==> config.mk <==
export PLATFORM = sky130hd
export DESIGN_NAME = axi_lite_regfile
export DESIGN_NICKNAME = d
export VERILOG_FILES = /design/src/rtl/axi_lite_pkg.sv /design/src/rtl/axi_lite_strb_merge.sv /design/src/rtl/axi_lite_regfile.sv
export SDC_FILE = /design/constraint.sdc
export NUM_CORES = 1
export LEC_CHECK = 0
export CAP_MARGIN = 15
export CORE_ASPECT_RATIO = 1.75
export CORE_MARGIN = 4
export CORE_UTILIZATION = 35
export CTS_BUF_LIST = sky130_fd_sc_hd__clkbuf_4
export CTS_CLUSTER_DIAMETER = 50
export CTS_CLUSTER_SIZE = 28
export DETAILED_ROUTE_END_ITERATION = 12
export GPL_ROUTABILITY_DRIVEN = 0
export PLACE_DENSITY = 0.61
export SYNTH_ARGS = -nofsm -noshare
export SYNTH_HDL_FRONTEND = slang
export SYNTH_SLANG_ARGS = --single-unit
==> constraint.sdc <==
create_clock -name clk -period 2.4 [get_ports clk]
set_clock_uncertainty 0.1 [all_clocks]
set_input_delay 0.24 -clock clk [delete_from_list [all_inputs] [get_ports clk]]
set_output_delay 0.24 -clock clk [all_outputs]
set_load 0.005 [all_outputs]
==> src/rtl/axi_lite_pkg.sv <==
`default_nettype none
// ============================================================================
//  Module      : axi_lite_pkg
//  Description : Shared AXI-Lite response codes and register-file FSM states.
//  Revision    : 1.0 - initial release
// ============================================================================
package axi_lite_pkg;

    localparam logic [1:0] RESP_OKAY   = 2'b00;
    localparam logic [1:0] RESP_SLVERR = 2'b10;
    localparam logic [1:0] RESP_DECERR = 2'b11;

    typedef enum logic [0:0] {
        W_IDLE = 1'b0,
        W_RESP = 1'b1
    } wr_state_e;

    typedef enum logic [0:0] {
        R_IDLE = 1'b0,
        R_RESP = 1'b1
    } rd_state_e;

    // Response code for a decoded access: in-range words are OKAY, others SLVERR.
    function automatic logic [1:0] resp_for(input logic in_range);
        return in_range ? RESP_OKAY : RESP_SLVERR;
    endfunction

endpackage
`default_nettype wire

==> src/rtl/axi_lite_strb_merge.sv <==
`default_nettype none
// ============================================================================
//  Module      : axi_lite_strb_merge
//  Description : Combinational byte-strobe merge of an old word and a new word.
//  Revision    : 1.0 - initial release
// ============================================================================
module axi_lite_strb_merge #(
    parameter int DATA_WIDTH = 32
) (
    input  logic [DATA_WIDTH-1:0]   old_data,
    input  logic [DATA_WIDTH-1:0]   new_data,
    input  logic [DATA_WIDTH/8-1:0] strb,
    output logic [DATA_WIDTH-1:0]   merged
);

    // Each byte lane takes the new byte when its strobe is set.
    for (genvar b = 0; b < DATA_WIDTH/8; b++) begin : g_byte
        assign merged[b*8 +: 8] = strb[b] ? new_data[b*8 +: 8] : old_data[b*8 +: 8];
    end

endmodule
`default_nettype wire

==> src/rtl/axi_lite_regfile.sv <==
`default_nettype none
// ============================================================================
//  Module      : axi_lite_regfile
//  Description : AXI-Lite slave exposing NUM_REGS byte-strobed registers with
//                independent single-outstanding read and write paths.
//  Revision    : 1.0 - initial release
// ============================================================================
module axi_lite_regfile
    import axi_lite_pkg::*;
#(
    parameter int ADDR_WIDTH = 32,
    parameter int DATA_WIDTH = 32,
    parameter int NUM_REGS   = 8
) (
    input  logic                           clk,
    input  logic                           rst,
    input  logic [ADDR_WIDTH-1:0]          s_aw_addr,
    input  logic                           s_aw_valid,
    output logic                           s_aw_ready,
    input  logic [DATA_WIDTH-1:0]          s_w_data,
    input  logic [DATA_WIDTH/8-1:0]        s_w_strb,
    input  logic                           s_w_valid,
    output logic                           s_w_ready,
    output logic [1:0]                     s_b_resp,
    output logic                           s_b_valid,
    input  logic                           s_b_ready,
    input  logic [ADDR_WIDTH-1:0]          s_ar_addr,
    input  logic                           s_ar_valid,
    output logic                           s_ar_ready,
    output logic [DATA_WIDTH-1:0]          s_r_data,
    output logic [1:0]                     s_r_resp,
    output logic                           s_r_valid,
    input  logic                           s_r_ready,
    output logic [NUM_REGS*DATA_WIDTH-1:0] reg_q,
    output logic [NUM_REGS-1:0]            wr_pulse
);

    localparam int STRB_W = DATA_WIDTH / 8;
    localparam int OFFS   = (STRB_W > 1) ? $clog2(STRB_W) : 0;
    localparam int IDX_W  = ADDR_WIDTH - OFFS;

    wr_state_e                    wr_state_q, wr_state_d;
    logic                         aw_held_q, aw_held_d;
    logic [IDX_W-1:0]             aw_idx_q, aw_idx_d;
    logic                         w_held_q, w_held_d;
    logic [DATA_WIDTH-1:0]        w_data_q, w_data_d;
    logic [STRB_W-1:0]            w_strb_q, w_strb_d;
    logic [1:0]                   b_resp_q, b_resp_d;
    logic [NUM_REGS-1:0]          wr_pulse_q, wr_pulse_d;
    logic [NUM_REGS*DATA_WIDTH-1:0] regs_q, regs_d;

    rd_state_e                    rd_state_q, rd_state_d;
    logic [DATA_WIDTH-1:0]        r_data_q, r_data_d;
    logic [1:0]                   r_resp_q, r_resp_d;

    logic [IDX_W-1:0]             ar_idx;
    logic                         aw_in_range;
    logic                         ar_in_range;
    logic [DATA_WIDTH-1:0]        old_word;
    logic [DATA_WIDTH-1:0]        merged_word;

    assign ar_idx      = s_ar_addr[ADDR_WIDTH-1:OFFS];
    assign aw_in_range = aw_idx_q < IDX_W'(NUM_REGS);
    assign ar_in_range = ar_idx < IDX_W'(NUM_REGS);

    // Select the current contents of the addressed write target for merging.
    always_comb begin
        old_word = '0;
        for (int i = 0; i < NUM_REGS; i++) begin
            if (aw_idx_q == IDX_W'(i)) old_word = regs_q[i*DATA_WIDTH +: DATA_WIDTH];
        end
    end

    axi_lite_strb_merge #(.DATA_WIDTH(DATA_WIDTH)) u_strb_merge (
        .old_data (old_word),
        .new_data (w_data_q),
        .strb     (w_strb_q),
        .merged   (merged_word)
    );

    // Write path: collect AW and W independently, commit once both are held, then respond.
    always_comb begin
        wr_state_d = wr_state_q;
        aw_held_d  = aw_held_q;
        aw_idx_d   = aw_idx_q;
        w_held_d   = w_held_q;
        w_data_d   = w_data_q;
        w_strb_d   = w_strb_q;
        b_resp_d   = b_resp_q;
        wr_pulse_d = '0;
        regs_d     = regs_q;
        case (wr_state_q)
            W_IDLE: begin
                if (aw_held_q && w_held_q) begin
                    // Out-of-range indices match no register, so SLVERR writes touch nothing.
                    for (int i = 0; i < NUM_REGS; i++) begin
                        if (aw_idx_q == IDX_W'(i)) begin
                            regs_d[i*DATA_WIDTH +: DATA_WIDTH] = merged_word;
                            wr_pulse_d[i] = 1'b1;
                        end
                    end
                    b_resp_d   = resp_for(aw_in_range);
                    aw_held_d  = 1'b0;
                    w_held_d   = 1'b0;
                    wr_state_d = W_RESP;
                end else begin
                    if (!aw_held_q && s_aw_valid) begin
                        aw_held_d = 1'b1;
                        aw_idx_d  = s_aw_addr[ADDR_WIDTH-1:OFFS];
                    end
                    if (!w_held_q && s_w_valid) begin
                        w_held_d = 1'b1;
                        w_data_d = s_w_data;
                        w_strb_d = s_w_strb;
                    end
                end
            end
            W_RESP: begin
                if (s_b_ready) wr_state_d = W_IDLE;
            end
            default: wr_state_d = W_IDLE;
        endcase
    end

    // Read path: sample the addressed register on AR, hold the response until accepted.
    always_comb begin
        rd_state_d = rd_state_q;
        r_data_d   = r_data_q;
        r_resp_d   = r_resp_q;
        case (rd_state_q)
            R_IDLE: begin
                if (s_ar_valid) begin
                    r_data_d = '0;
                    for (int i = 0; i < NUM_REGS; i++) begin
                        if (ar_idx == IDX_W'(i)) r_data_d = regs_q[i*DATA_WIDTH +: DATA_WIDTH];
                    end
                    r_resp_d   = resp_for(ar_in_range);
                    rd_state_d = R_RESP;
                end
            end
            R_RESP: begin
                if (s_r_ready) rd_state_d = R_IDLE;
            end
            default: rd_state_d = R_IDLE;
        endcase
    end

    // State and datapath registers; reset drops any in-flight transaction.
    always_ff @(posedge clk) begin
        if (rst) begin
            wr_state_q <= W_IDLE;
            aw_held_q  <= 1'b0;
            aw_idx_q   <= '0;
            w_held_q   <= 1'b0;
            w_data_q   <= '0;
            w_strb_q   <= '0;
            b_resp_q   <= RESP_OKAY;
            wr_pulse_q <= '0;
            regs_q     <= '0;
            rd_state_q <= R_IDLE;
            r_data_q   <= '0;
            r_resp_q   <= RESP_OKAY;
        end else begin
            wr_state_q <= wr_state_d;
            aw_held_q  <= aw_held_d;
            aw_idx_q   <= aw_idx_d;
            w_held_q   <= w_held_d;
            w_data_q   <= w_data_d;
            w_strb_q   <= w_strb_d;
            b_resp_q   <= b_resp_d;
            wr_pulse_q <= wr_pulse_d;
            regs_q     <= regs_d;
            rd_state_q <= rd_state_d;
            r_data_q   <= r_data_d;
            r_resp_q   <= r_resp_d;
        end
    end

    assign s_aw_ready = (wr_state_q == W_IDLE) && !aw_held_q;
    assign s_w_ready  = (wr_state_q == W_IDLE) && !w_held_q;
    assign s_b_valid  = (wr_state_q == W_RESP);
    assign s_b_resp   = b_resp_q;
    assign s_ar_ready = (rd_state_q == R_IDLE);
    assign s_r_valid  = (rd_state_q == R_RESP);
    assign s_r_data   = r_data_q;
    assign s_r_resp   = r_resp_q;
    assign reg_q      = regs_q;
    assign wr_pulse   = wr_pulse_q;

endmodule
`default_nettype wire

==> results of run 1 <==
-- metrics by stage --
step	util, %	area, µm²	std cells	power (mW)	setup TNS, ps
after floorplan	-	18530	2343	7.399	-2545
after global placement	48.31	25230	3494	8.405	-99080
after detailed placement	48.31	25230	3494	8.435	-103520
after CTS	52.48	27410	3657	12.42	-57610
after global routing	56.00	29240	3704	13.02	-96640
final	56.01	29250	3705	12.68	-75920
-- worst max path at each step --
stage / startpoint / endpoint / slack (ps) / depth (start not counted)
4_1_cts: aw_idx_q[26]$_SDFFE_PP0P_ / reg_q[148]$_SDFFE_PP0P_ / -340 / 10
5_1_grt: aw_idx_q[25]$_SDFFE_PP0P_ / reg_q[60]$_SDFFE_PP0P_ / -450 / 14
3_5_place_dp: s_ar_addr[12] / s_r_data[11]$_SDFFE_PP0P_ / -860 / 10
3_3_place_gp: s_ar_addr[12] / s_r_data[11]$_SDFFE_PP0P_ / -860 / 10
6_report: aw_idx_q[15]$_SDFFE_PP0P_ / reg_q[11]$_SDFFE_PP0P_ / -380 / 9
2_1_floorplan: aw_idx_q[25]$_SDFFE_PP0P_ / reg_q[136]$_SDFFE_PP0P_ / -30 / 9
-- sequential cells by signal, summed over array words and instances (netlist names) --
register   flops
s_r_resp       1
w_strb_q       4
w_held_q       1
wr_pulse       8
s_r_valid      1
aw_held_q      1
aw_idx_q      30
s_r_data      32
s_b_valid      1
w_data_q      32
s_b_resp       1
reg_q        256
-- power by group through the flow --
stage	registers (mW)	clock network, mW	logic, mW
floorplan	6.43	0	0.968
finish	6.35	3.86	2.47
CTS	6.35	3.88	2.19
detailed placement	6.47	0	1.96
global placement	6.47	0	1.94
global route	6.37	4.09	2.57
-- per-layer routing --
layer,part of all wire [%],vias to the layer above
met5,0.012,-
met4,12,2
met3,9.3,536
met2,48,1586
met1,31,10960
li1,-,9862
-- worst max-delay path, delay by kind of cell, from the launching register on --
family                 cells  cell delay [ps]
buffers and inverters      3              480
DFF                        1              360
AOI/OAI and AO/OA          2              280
and+or+nand+nor            4             1440
-- cell type report --
type                    instances  area (µm²)  share of cell area (%)
diodes                          2       5.005                 0.01711
repair buffers                843        8615                   29.45
multi-input cells            1729       11720                   40.07
clock buffers                  39       292.8                   1.001
clock inverters                25       304.0                   1.040
flip-flops and latches        368        7385                   25.25
inverters                      21       78.83                  0.2695
well taps                     678       848.3                   2.901
-- cells in the mapped netlist, drive strengths merged (35+ instances only) --
cell,instances,area [µm²]
dfxtp,368,7367
nor2,246,925.9
nor2b,40,250.2
a221oi,61,534.3
nand3b,71,533.0
clkbuf,175,656.9
nor3,121,783.3
nand2,277,1040
a21oi,249,1314
mux2i,35,350.3
buf,50,251.5
o31ai,51,382.9
o21ai,151,770.7
a211oi,174,1306
-- repair_timing --
action	in CTS	in global routing
hold buffers	68	0
pin swaps	18	80
gates cloned	5	19
resized for setup	143	264
endpoints found under the setup margin	265	273
hold endpoints to repair	84	0
buffers inserted	26	32
-- cell families (layout without fill, tap and decap cells) --
family | count (synthesis) | count (layout) | synth area share [%]
AOI/OAI and AO/OA | 809 | 809 | 28.73
DFF | 368 | 368 | 39.99
other | 1 | 4 | 0.02036
buffers and inverters | 246 | 928 | 5.359
muxes | 35 | 35 | 1.902
xor gates and xnor gates | 1 | 1 | 0.04756
and+or+nand+nor | 882 | 882 | 23.94
==> impl_metrics.json, run 1 <==
{
  "cts_tree": "yes",
  "grt_max_degree": 101,
  "fin_crit_ps": 2784,
  "drive_gt1_share_pct": 25.09,
  "p_leak_nw": 10.05,
  "p_switching_mw": 4.196,
  "min_path_type": "in -> reg",
  "seq_power_share_pct": 50.1,
  "status": "complete, but fails checks",
  "netlist_area_um2": 18420,
  "remaining_drc_errors": 0,
  "min_to": "w_data_q[30]$_SDFFE_PP0P_",
  "rsz0062_at_grt": "yes",
  "grt_use_met3_pct": 7.147,
  "reg2reg_from": "aw_idx_q[15]$_SDFFE_PP0P_",
  "io_buffers": 405,
  "slowest_stage": "or4_4",
  "clk_latency_ps": 810,
  "r2r_cells": 9,
  "antenna_found_initial": 4,
  "gr-total-overflow": 0,
  "clk_path_buf_depth": 3,
  "viasPerCell": 6.194,
  "synth.distinct_cells": 59,
  "htreeDepth": 2,
  "critical_path_class": "reg -> reg",
  "fin_nets": 3106,
  "clock-sinks": 368,
  "critPathMaxFanout": 7,
  "crit_chain": "or4_4 -> or4_4 -> buf_12 -> buf_12 -> nor3_4 -> nor3_2 -> a21oi_2 -> buf_12 -> a211oi_1",
  "slew_viol_final": 0,
  "internal-power_mw": 8.487,
  "cp.required_ps": 2940,
  "critPathLaunchType": "register",
  "rr_endpoint": "reg_q[11]$_SDFFE_PP0P_",
  "core-area_um2": 52220,
  "syn_inst": 2342,
  "end_kind": "register",
  "grt_pass1_vias": 22260,
  "wl_per_cell_um": 28.68,
  "pwr_density_cell_nw_per_um2": 433.6,
  "layout_common_cells": "clkdlybuf4s50_1 (402), dfxtp_1 (358), nand2_1 (272)",
  "place_ws_ps": -861.6,
  "track_usage_pct": 33.86,
  "path_common_cell": "buf_12",
  "critPathArrivalTime_ps": 3330,
  "async_flop_share_pct": 0,
  "die_h_um": 311.5,
  "area_growth_pct": 58.78,
  "cts_root_buffer": "clkbuf_4",
  "ys_seq_elements": 368,
  "dieArea_um2": 56510,
  "tightest_slew_ps": 1101,
  "fmax_mhz": 359.1,
  "layout_commonest_cell": "clkdlybuf4s50_1",
  "yosys_warnings": 0,
  "min_from": "s_w_data[30]",
  "synth_edf_count": 0,
  "drt_iter0_markers": 2554,
  "die_w_um": 181.4,
  "drv_cap": 0,
  "use_met1_pct": 33.66,
  "ios": 412,
  "sw_frac_of_total_pct": 33.08,
  "slew_headroom_pct": 25.85,
  "setup_viol": 268,
  "fillers": 4823,
  "post-dp-hpwl_um": 72640,
  "floorplan.initialDensity_pct": 35.27,
  "first_pass_iters": 7,
  "grt_pass1_wl_um": 145400,
  "gr-usage-met2_pct": 58.07,
  "vdd_drop_max_mv": 0.5437,
  "cts_buffers": 36,
  "ys_seq_area_share_pct": 39.99,
  "violations": "negative setup slack",
  "setup_ws_ps": -384.5,
  "num_vias": 22950,
  "busiest_layer": "met2",
  "max_stage_delay_ps": 600,
  "synthFlopType": "dfxtp_1",
  "min_path_cells": 3,
  "fin_crit_sh_pct": 116.0,
  "syn_area_per_cell_um2": 7.865,
  "wl_um": 106200,
  "pwr-share-clk_pct": 30.5,
  "reg2reg_slack_ps": -380,
  "whs_ps": 17.97,
  "path_clk_slew_ps": 150,
  "comb_power_share_pct": 19.4,
  "fp-row-count": 111,
  "antenna_left": 0,
  "hold_viol_final": 0
}
Note: power is estimated with default switching activity, not from simulation.
==> run 2, diff against run 1 <==
--- a/config.mk
+++ b/config.mk
@@ -5,7 +5,6 @@
 export SDC_FILE = /design/constraint.sdc
 export NUM_CORES = 1
 export LEC_CHECK = 0
-export CAP_MARGIN = 15
 export CORE_ASPECT_RATIO = 1.75
 export CORE_MARGIN = 4
 export CORE_UTILIZATION = 35
==> results of run 2 <==
Same layout as run 1: the final DEF is identical, and so are final timing and power.
